File: src/rtl/pwm_pkg.sv
// Shared register map, mode/direction encodings and reset values for the PWM block.
// No logic here; constants and one address helper only.
package pwm_pkg;

   localparam logic [6:0] ADDR_EN_OUT_LO  = 7'h00;
   localparam logic [6:0] ADDR_EN_OUT_HI  = 7'h01;
   localparam logic [6:0] ADDR_EN_PWM_LO  = 7'h02;
   localparam logic [6:0] ADDR_EN_PWM_HI  = 7'h03;
   localparam logic [6:0] ADDR_TOP        = 7'h04;
   localparam logic [6:0] ADDR_PRESCALE   = 7'h05;
   localparam logic [6:0] ADDR_MODE       = 7'h06;
   localparam logic [6:0] ADDR_DUTY_BASE  = 7'h10;

   localparam logic MODE_EDGE   = 1'b0;
   localparam logic MODE_CENTER = 1'b1;

   localparam logic DIR_UP   = 1'b0;
   localparam logic DIR_DOWN = 1'b1;

   localparam logic [7:0] RST_TOP      = 8'hFF;
   localparam logic [7:0] RST_DUTY     = 8'h00;
   localparam logic [7:0] RST_PRESCALE = 8'h00;

   function automatic logic [6:0] duty_addr(input int unsigned k);
      return ADDR_DUTY_BASE + 7'(k);
   endfunction

endpackage

File: src/rtl/pwm_timebase.sv
// Prescaler plus up (edge) or up/down (center) period counter; flags the period boundary.
// boundary is combinational in the wrapping tick cycle; no backpressure, free-running.
module pwm_timebase
   import pwm_pkg::*;
#(
   parameter int CNT_W = 8
)
(
   input  logic             clk,
   input  logic             rst_n,
   input  logic [CNT_W-1:0] prescale,
   input  logic [CNT_W-1:0] top,
   input  logic             mode_center,
   input  logic             pre_clr,
   input  logic             cnt_clr,
   output logic [CNT_W-1:0] cnt,
   output logic             boundary
);

   logic [CNT_W-1:0] pre_cnt;
   logic             dir;
   logic             tick;
   logic             wrap;

   assign tick = (pre_cnt == prescale);

   // wrap marks the tick whose next count is 0, i.e. the last tick of the period
   always_comb begin
      wrap = 1'b0;
      if (mode_center == MODE_CENTER) begin
         if (dir == DIR_UP) begin
            wrap = (cnt >= top) && (top <= CNT_W'(1));
         end else begin
            wrap = (cnt <= CNT_W'(1));
         end
      end else begin
         wrap = (cnt >= top);
      end
   end

   assign boundary = tick & wrap & ~cnt_clr;

   always_ff @(posedge clk or negedge rst_n) begin
      if (!rst_n) begin
         pre_cnt <= '0;
      end else if (pre_clr || tick) begin
         pre_cnt <= '0;
      end else begin
         pre_cnt <= pre_cnt + CNT_W'(1);
      end
   end

   always_ff @(posedge clk or negedge rst_n) begin
      if (!rst_n) begin
         cnt <= '0;
         dir <= DIR_UP;
      end else if (cnt_clr) begin
         cnt <= '0;
         dir <= DIR_UP;
      end else if (tick) begin
         if (wrap) begin
            cnt <= '0;
            dir <= DIR_UP;
         end else if ((mode_center == MODE_CENTER) && (dir == DIR_UP) && (cnt >= top)) begin
            cnt <= top - CNT_W'(1);
            dir <= DIR_DOWN;
         end else if ((mode_center == MODE_CENTER) && (dir == DIR_DOWN)) begin
            cnt <= cnt - CNT_W'(1);
         end else begin
            cnt <= cnt + CNT_W'(1);
         end
      end
   end

endmodule

File: src/rtl/pwm_multichannel.sv
// Register-programmed multichannel PWM with shadowed duty/TOP loaded at each period boundary.
// out is registered (1 cycle after cnt/enables); period_tick is registered with the load; no backpressure.
module pwm_multichannel
   import pwm_pkg::*;
#(
   parameter int NUM_CH = 16,
   parameter int CNT_W  = 8
)
(
   input  logic              clk,
   input  logic              rst_n,
   input  logic              wr_en,
   input  logic [6:0]        wr_addr,
   input  logic [7:0]        wr_data,
   output logic [NUM_CH-1:0] out,
   output logic              period_tick
);

   logic [NUM_CH-1:0] en_out;
   logic [NUM_CH-1:0] en_pwm;
   logic [CNT_W-1:0]  duty_stg [NUM_CH];
   logic [CNT_W-1:0]  duty_act [NUM_CH];
   logic [CNT_W-1:0]  top_stg;
   logic [CNT_W-1:0]  top_act;
   logic [CNT_W-1:0]  prescale;
   logic              mode;
   logic [CNT_W-1:0]  cnt;
   logic              boundary;
   logic              wr_prescale;
   logic              mode_chg;

   assign wr_prescale = wr_en && (wr_addr == ADDR_PRESCALE);
   assign mode_chg    = wr_en && (wr_addr == ADDR_MODE) && (wr_data[0] != mode);

   pwm_timebase #(.CNT_W(CNT_W)) u_timebase (
      .clk         (clk),
      .rst_n       (rst_n),
      .prescale    (prescale),
      .top         (top_act),
      .mode_center (mode),
      .pre_clr     (wr_prescale | mode_chg),
      .cnt_clr     (mode_chg),
      .cnt         (cnt),
      .boundary    (boundary)
   );

   // Staged values are sampled before a same-cycle write lands, so a boundary write waits a period
   always_ff @(posedge clk or negedge rst_n) begin
      if (!rst_n) begin
         top_stg     <= RST_TOP;
         top_act     <= RST_TOP;
         prescale    <= RST_PRESCALE;
         mode        <= MODE_EDGE;
         period_tick <= 1'b0;
      end else begin
         period_tick <= boundary;
         if (boundary) begin
            top_act <= top_stg;
         end
         if (wr_en && (wr_addr == ADDR_TOP)) begin
            top_stg <= wr_data;
         end
         if (wr_prescale) begin
            prescale <= wr_data;
         end
         if (wr_en && (wr_addr == ADDR_MODE)) begin
            mode <= wr_data[0];
         end
      end
   end

   for (genvar g = 0; g < NUM_CH; g++) begin : g_ch
      localparam int         BYTE_BIT = g % 8;
      localparam logic [6:0] OUT_ADDR = (g < 8) ? ADDR_EN_OUT_LO : ADDR_EN_OUT_HI;
      localparam logic [6:0] PWM_ADDR = (g < 8) ? ADDR_EN_PWM_LO : ADDR_EN_PWM_HI;
      localparam logic [6:0] DTY_ADDR = duty_addr(g);

      always_ff @(posedge clk or negedge rst_n) begin
         if (!rst_n) begin
            en_out[g]   <= 1'b0;
            en_pwm[g]   <= 1'b0;
            duty_stg[g] <= RST_DUTY;
            duty_act[g] <= RST_DUTY;
            out[g]      <= 1'b0;
         end else begin
            if (wr_en && (wr_addr == OUT_ADDR)) begin
               en_out[g] <= wr_data[BYTE_BIT];
            end
            if (wr_en && (wr_addr == PWM_ADDR)) begin
               en_pwm[g] <= wr_data[BYTE_BIT];
            end
            if (wr_en && (wr_addr == DTY_ADDR)) begin
               duty_stg[g] <= wr_data;
            end
            if (boundary) begin
               duty_act[g] <= duty_stg[g];
            end
            out[g] <= en_out[g] & (~en_pwm[g] | (cnt < duty_act[g]));
         end
      end
   end

endmodule
File: config.mk
export PLATFORM = sky130hd
export DESIGN_NAME = pwm_multichannel
export DESIGN_NICKNAME = d
export VERILOG_FILES = /design/src/rtl/pwm_pkg.sv /design/src/rtl/pwm_timebase.sv /design/src/rtl/pwm_multichannel.sv
export SDC_FILE = /design/constraint.sdc
export NUM_CORES = 1
export LEC_CHECK = 0
export ABC_AREA = 1
export CAP_MARGIN = 10
export CORE_ASPECT_RATIO = 1.2
export CORE_MARGIN = 5
export CORE_UTILIZATION = 54
export DETAILED_ROUTE_END_ITERATION = 12
export PLACE_DENSITY = 0.74
export SYNTH_ARGS = -nofsm -noshare
export SYNTH_HDL_FRONTEND = slang
export SYNTH_SLANG_ARGS = --single-unit
export TNS_END_PERCENT = 50
File: constraint.sdc
create_clock -name clk -period 2.6 [get_ports clk]
set_clock_uncertainty 0.05 [all_clocks]
set_input_delay 0.39 -clock clk [delete_from_list [all_inputs] [get_ports clk]]
set_output_delay 0.39 -clock clk [all_outputs]
set_load 0.005 [all_outputs]
Word-level counts from Yosys, hierarchy flattened
Cells that the tools add are included.
Word-level totals
  flip-flop bits (word level): 347
  input bits: 18
  output and inout bits: 17
  word-level logic and storage cells: 233
Cells by class
  $add $sub $neg: 4
  order comparisons: 19
  eq/ne operators: 24
  mux-type cells: 12
  bitwise logic cells: 53
  reduce and logical (&&, ||, !) cells: 33
Operators by type and width (count)
  8-bit less-than comparator: 16
  7-bit by 5-bit == test with 1-bit output, second input constant: 16
  8-bit two-way mux: 6
  1-bit logical AND: 28
  7-bit by 3-bit == test with 1-bit output, second input constant: 3
  1-bit bitwise AND: 18
  1-bit inverter: 18
  1-bit OR: 17
  8-bit by 1-bit adder with 8-bit output, second input constant: 2
  8-bit by 1-bit less-or-equal comparator with 1-bit output, second input constant: 2
  8-bit by 1-bit subtractor with 8-bit output, second input constant: 2
  7-bit by 2-bit == test with 1-bit output, second input constant: 2
  8-bit == test: 1
  8-bit >= comparator: 1
  7-bit by 1-bit == test with 1-bit output, second input constant: 1
  7-bit logical NOT: 1
  1-bit two-way mux: 6
  3-bit nonzero test: 1
  2-bit AND reduction: 1
  2-bit nonzero test: 1
  1-bit logical OR: 1
  1-bit inequality test: 1

Logic depth before layout (Yosys ltp)
  depth after elaboration: 7
  depth in mapped cells: 18
  depth with buffers taken out: 15

Cells and area by module
Synthesis repeated with hierarchy kept, for this count alone.
Second synthesis, totals
  cell total of the unflattened synthesis: 1865
  area total of the unflattened synthesis: 16428.3 sq um
By module, submodules not included
  pwm_multichannel: times used 1, cells an instance 1621, area each 14791.7 sq um, seq. area each 8277.9 sq um
  pwm_timebase: times used 1, cells an instance 244, area each 1636.6 sq um, seq. area each 425.4 sq um

Least setup slack after synthesis
No wires, ideal clock.
  path kind: register -> register
  from: reg u_timebase.cnt[0]
  to: reg duty_act[100] (netlist name)
  arrival: 2265 ps
  path slack: 169 ps
  cell stages (with the launch flop): 18
  buffers on the path: 4
  period minus slack after synthesis: 2431 ps
  path through: dfrtp_1 -> clkinv_1 -> clkbuf_1 -> ha_1 -> nand2_1 -> nand3_1 -> nand2_1 -> nand2_1 -> nand2_1 -> nand2_1 -> nand2_1 -> nand2_2 -> nand2_2 -> buf_6 -> buf_6 -> buf_6 -> nand2_1 -> nand2_1
On the way
  word-level cells in the longest chain between the ends: 6
  elaborated cells on any way between the ends: 7
  classes of those cells: 2 x order compare; 2 x mux; 2 x bitwise; 1 x reduce/logical
RTL lines
  start: declaration: RTL line pwm_timebase.sv:16  | output logic [CNT_W-1:0] cnt,
  start signal: assignment: RTL line pwm_timebase.sv:65  | cnt <= top - CNT_W'(1);
  start signal: assignment: RTL line pwm_timebase.sv:68  | cnt <= cnt - CNT_W'(1);
  start signal: assignment: RTL line pwm_timebase.sv:70  | cnt <= cnt + CNT_W'(1);
  8-bit >= comparator: RTL line pwm_timebase.sv:32, pwm_timebase.sv:37
  1-bit logical AND: RTL line pwm_timebase.sv:32  | wrap = (cnt >= top) && (top <= CNT_W'(1));
  1-bit two-way mux: RTL line pwm_timebase.sv:31  | if (dir == DIR_UP) begin
  1-bit two-way mux *: RTL line pwm_timebase.sv:30  | if (mode_center == MODE_CENTER) begin
  1-bit bitwise AND * (2 in series): RTL line pwm_timebase.sv:41  | assign boundary = tick & wrap & ~cnt_clr;
  end signal: indexed assignment: RTL line pwm_multichannel.sv:96  | duty_act[g] <= duty_stg[g];
  end: declaration: RTL line pwm_multichannel.sv:22  | logic [CNT_W-1:0] duty_act [NUM_CH];
Every way passes the cells marked *; elsewhere a longest branch is shown, timed or not.
A chain may end at the register's enable or synchronous reset.

Worst setup path in the final report
  from: reg top_act[3]
  to: reg duty_act[52] (netlist name)
On the way
  word-level cells in the longest chain between the ends: 6
  elaborated cells on any way between the ends: 7
  classes of those cells: 2 x order compare; 2 x mux; 2 x bitwise; 1 x reduce/logical
RTL lines
  start: declaration: RTL line pwm_multichannel.sv:24  | logic [CNT_W-1:0] top_act;
  start signal: assignment: RTL line pwm_multichannel.sv:58  | top_act <= top_stg;
  8-bit >= comparator or 8-bit by 1-bit less-or-equal comparator with 1-bit output (tied branches): RTL line pwm_timebase.sv:32, pwm_timebase.sv:37
  1-bit logical AND: RTL line pwm_timebase.sv:32
  1-bit two-way mux: RTL line pwm_timebase.sv:31
  1-bit two-way mux *: RTL line pwm_timebase.sv:30
  1-bit bitwise AND * (2 in series): RTL line pwm_timebase.sv:41
Marks and branches as above.

==> flow_summary.ini <==
[run_status]
outcome = finished clean

[layout]
antennaDiodeCount = 0
area_growth_syn_to_layout_pct = 12.7
final_area_um2 = 18500
fin_nets = 2082
seqCellArea_um2 = 8700
multiInputGateArea_um2 = 6670
drive_gt1_frac = 0.0638
fillCellCount = 2616

[floorplan]
die_area_um2 = 34100
die_height_um = 201
start_util = 0.543
fp-row-count = 70
die_w_um = 169
core-area_um2 = 30300
io_pins = 35

[placed_design]
port_buffers = 34
placed_area_um2 = 17400
place_congestion = 0.874
hpwlAfterDp_mm = 24.0

[clocking]
path_clk_slew_ns = 0.06
htreeDepth = 2
cts.path.max_buffers = 3
cts_tree = built
numCtsBuffers = 35
clk_latency_ns = 0.51
cts.sinks = 347
cts_root_buffer = clkbuf_16
cts_repair_resize_count = 0

[setup_path]
required_ns = 3.00
start_kind = flip-flop
cp_max_fo = 34
path_class = flip-flop to flip-flop
endpoint_kind = flip-flop
arrival_ns = 2.80

[global_routing]
overflow = 0
first_global_vias = 12400
grt_util_all_layers = 0.230
grt_max_degree = 70
antenna_found_initial = 0
grt_first_pass_wirelength_mm = 63.1

[logic_synthesis]
synth.most_common_cell = nand2_1
synth_edf_count = 0
synth_commonest_cells = nand2_1 (741), dfrtp_1 (331), o21ai_0 (203)
synth_top_cell_area_share = 0.504
synth_cells = 1884
ys_seq_elements = 347
synth_cell_types = 31
avgSynthCellArea_um2 = 8.73
ys_async_sr_fraction = 1.00
synth_fp_nets = 2028
yosys.area.top_type = dfrtp_1
ys.flop_type = dfrtp_1
yosys_warnings = 0
syn-cell-area_um2 = 16400
synth.area.top_cells = dfrtp_1 (50%), nand2_1 (17%), ha_1 (9.6%), o21ai_0 (6.2%), inv_1 (3.9%)
seq_area_frac_synth = 0.529

[detailed_routing]
vias = 12500
drc = 0
wl_per_cell_um = 16.2
dr.pass1.iters = 6
antenna_left = 0
drt-vias-per-instance = 5.31
wl_mm = 38.2
drtIter0Drc = 883

[timing]
tns_ns = 0
setup_viol = 0
maxSlewViolCount = 0
hold_viol = 0
min_period_ns = 2.40
slew_headroom = 0.610
fmax_mhz = 417
timing.final.crit_share = 0.922
worst_pin_slew_ns = 0.585
grt_setup_unrepaired = false

[power]
p_per_area_nw_per_um2 = 994
ir_drop_mv = 0.556
p_leak_nw = 9.34

[hold_path]
hold_class = input pin to asynchronous set/reset pin

[flow_run]
drv_cap = 0
[repair_timing]
action	4_1_cts	5_1_grt
hold buffers	1	0
hold endpoints to repair	62	0
buffers inserted	0	0
[final cells by class]
| class | instances | area share |
|---|---|---|
| multi-input combinational | 1293 | 0.360 |
| clock inverter | 7 | 0.00358 |
| clock buffer | 52 | 0.0545 |
| inverter | 174 | 0.0354 |
| sequential | 347 | 0.470 |
| tap | 396 | 0.0267 |
| timing repair buffer | 87 | 0.0504 |
[worst max-delay path: stages (launching register included)]
cell	delay [ns]
dfstp_2	0.56
inv_1	0.09
ha_1	0.32
a21oi_1	0.15
nand2_1	0.07
nand2_1	0.05
nand2_1	0.08
nand2_1	0.16
nand2_2	0.10
nand2_4	0.10
buf_12	0.22
buf_12	0.20
nand2_1	0.07
nand2_1	0.07
[cells in the final DEF (no fill, tap or decap), drive strengths merged, types with 20 or more instances in the layout]
cell / count
a21oi: 68
buf: 53
clkbuf: 52
clkdlybuf4s50: 33
dfrtp: 331
ha: 126
inv: 174
nand2: 743
nand3: 25
nand4: 20
nor2: 38
o21ai: 204
[per-layer routing]
layer	vias up	global-route usage	wire (um)	part of all wire
li1	6107	-	-	-
met4	0	0.0771	1200	0.031
met1	6013	0.312	16700	0.44
met5	-	0	0	0
met2	317	0.383	18200	0.48
met3	84	0.0340	2070	0.054
[state kept, by name, indices dropped and copies added (netlist names)]
register            count
mode                    1
out                    16
u_timebase.cnt          8
en_out                 16
duty_stg              128
u_timebase.pre_cnt      8
top_stg                 8
en_pwm                 16
u_timebase.dir          1
top_act                 8
duty_act              128
period_tick             1
prescale                8
[final timing paths]
check	start	to	slack, ns	cells after the start
worst min-delay path	rst_n	duty_stg[54]$_DFFE_PN0P_	0.39	2
max in group asynchronous	rst_n	duty_stg[28]$_DFFE_PN0P_	1.31	4
worst max register to register	top_act[3]$_DFFE_PN1P_	duty_act[52]$_DFFE_PN0P_	0.20	13
worst min register to register	en_pwm[7]$_DFFE_PN0P_	out[7]$_DFF_PN0_	0.40	1
worst max-delay path	top_act[3]$_DFFE_PN1P_	duty_act[52]$_DFFE_PN0P_	0.20	13
min in group clk	en_pwm[7]$_DFFE_PN0P_	out[7]$_DFF_PN0_	0.40	1
[per-stage QoR]
step           hold slack, ns   util  power (mW)  setup slack, ns  std cells
4_1_cts                 0.405  0.612        18.6            0.216       2356
3_3_place_gp            0.354  0.576        13.3            0.129       2296
3_5_place_dp            0.353  0.576        13.7           0.0194       2296
2_1_floorplan          0.0444      -        11.8            0.169       1884
6_report                0.394  0.612        18.4            0.203       2356
5_1_grt                 0.427  0.612        19.9           0.0222       2356
[logic make-up (layout without fill, tap and decap cells)]
| group | after synthesis | count (layout) | share of synthesized area |
|---|---|---|---|
| and+or+nand+nor | 837 | 837 | 0.199 |
| DFF | 347 | 347 | 0.529 |
| AOI/OAI and AO/OA | 311 | 311 | 0.100 |
| buffers and inverters | 244 | 320 | 0.0657 |
| adders and majority gates | 126 | 126 | 0.0959 |
| xor gates and xnor gates | 19 | 19 | 0.0101 |
[where the power goes]
| group | switching [mW] | total (mW) | internal [mW] |
|---|---|---|---|
| logic | 3.76 | 6.30 | 2.55 |
| registers | 0.692 | 7.32 | 6.63 |
| clock network | 2.02 | 4.80 | 2.78 |
Power figures use the tool's default switching activity.
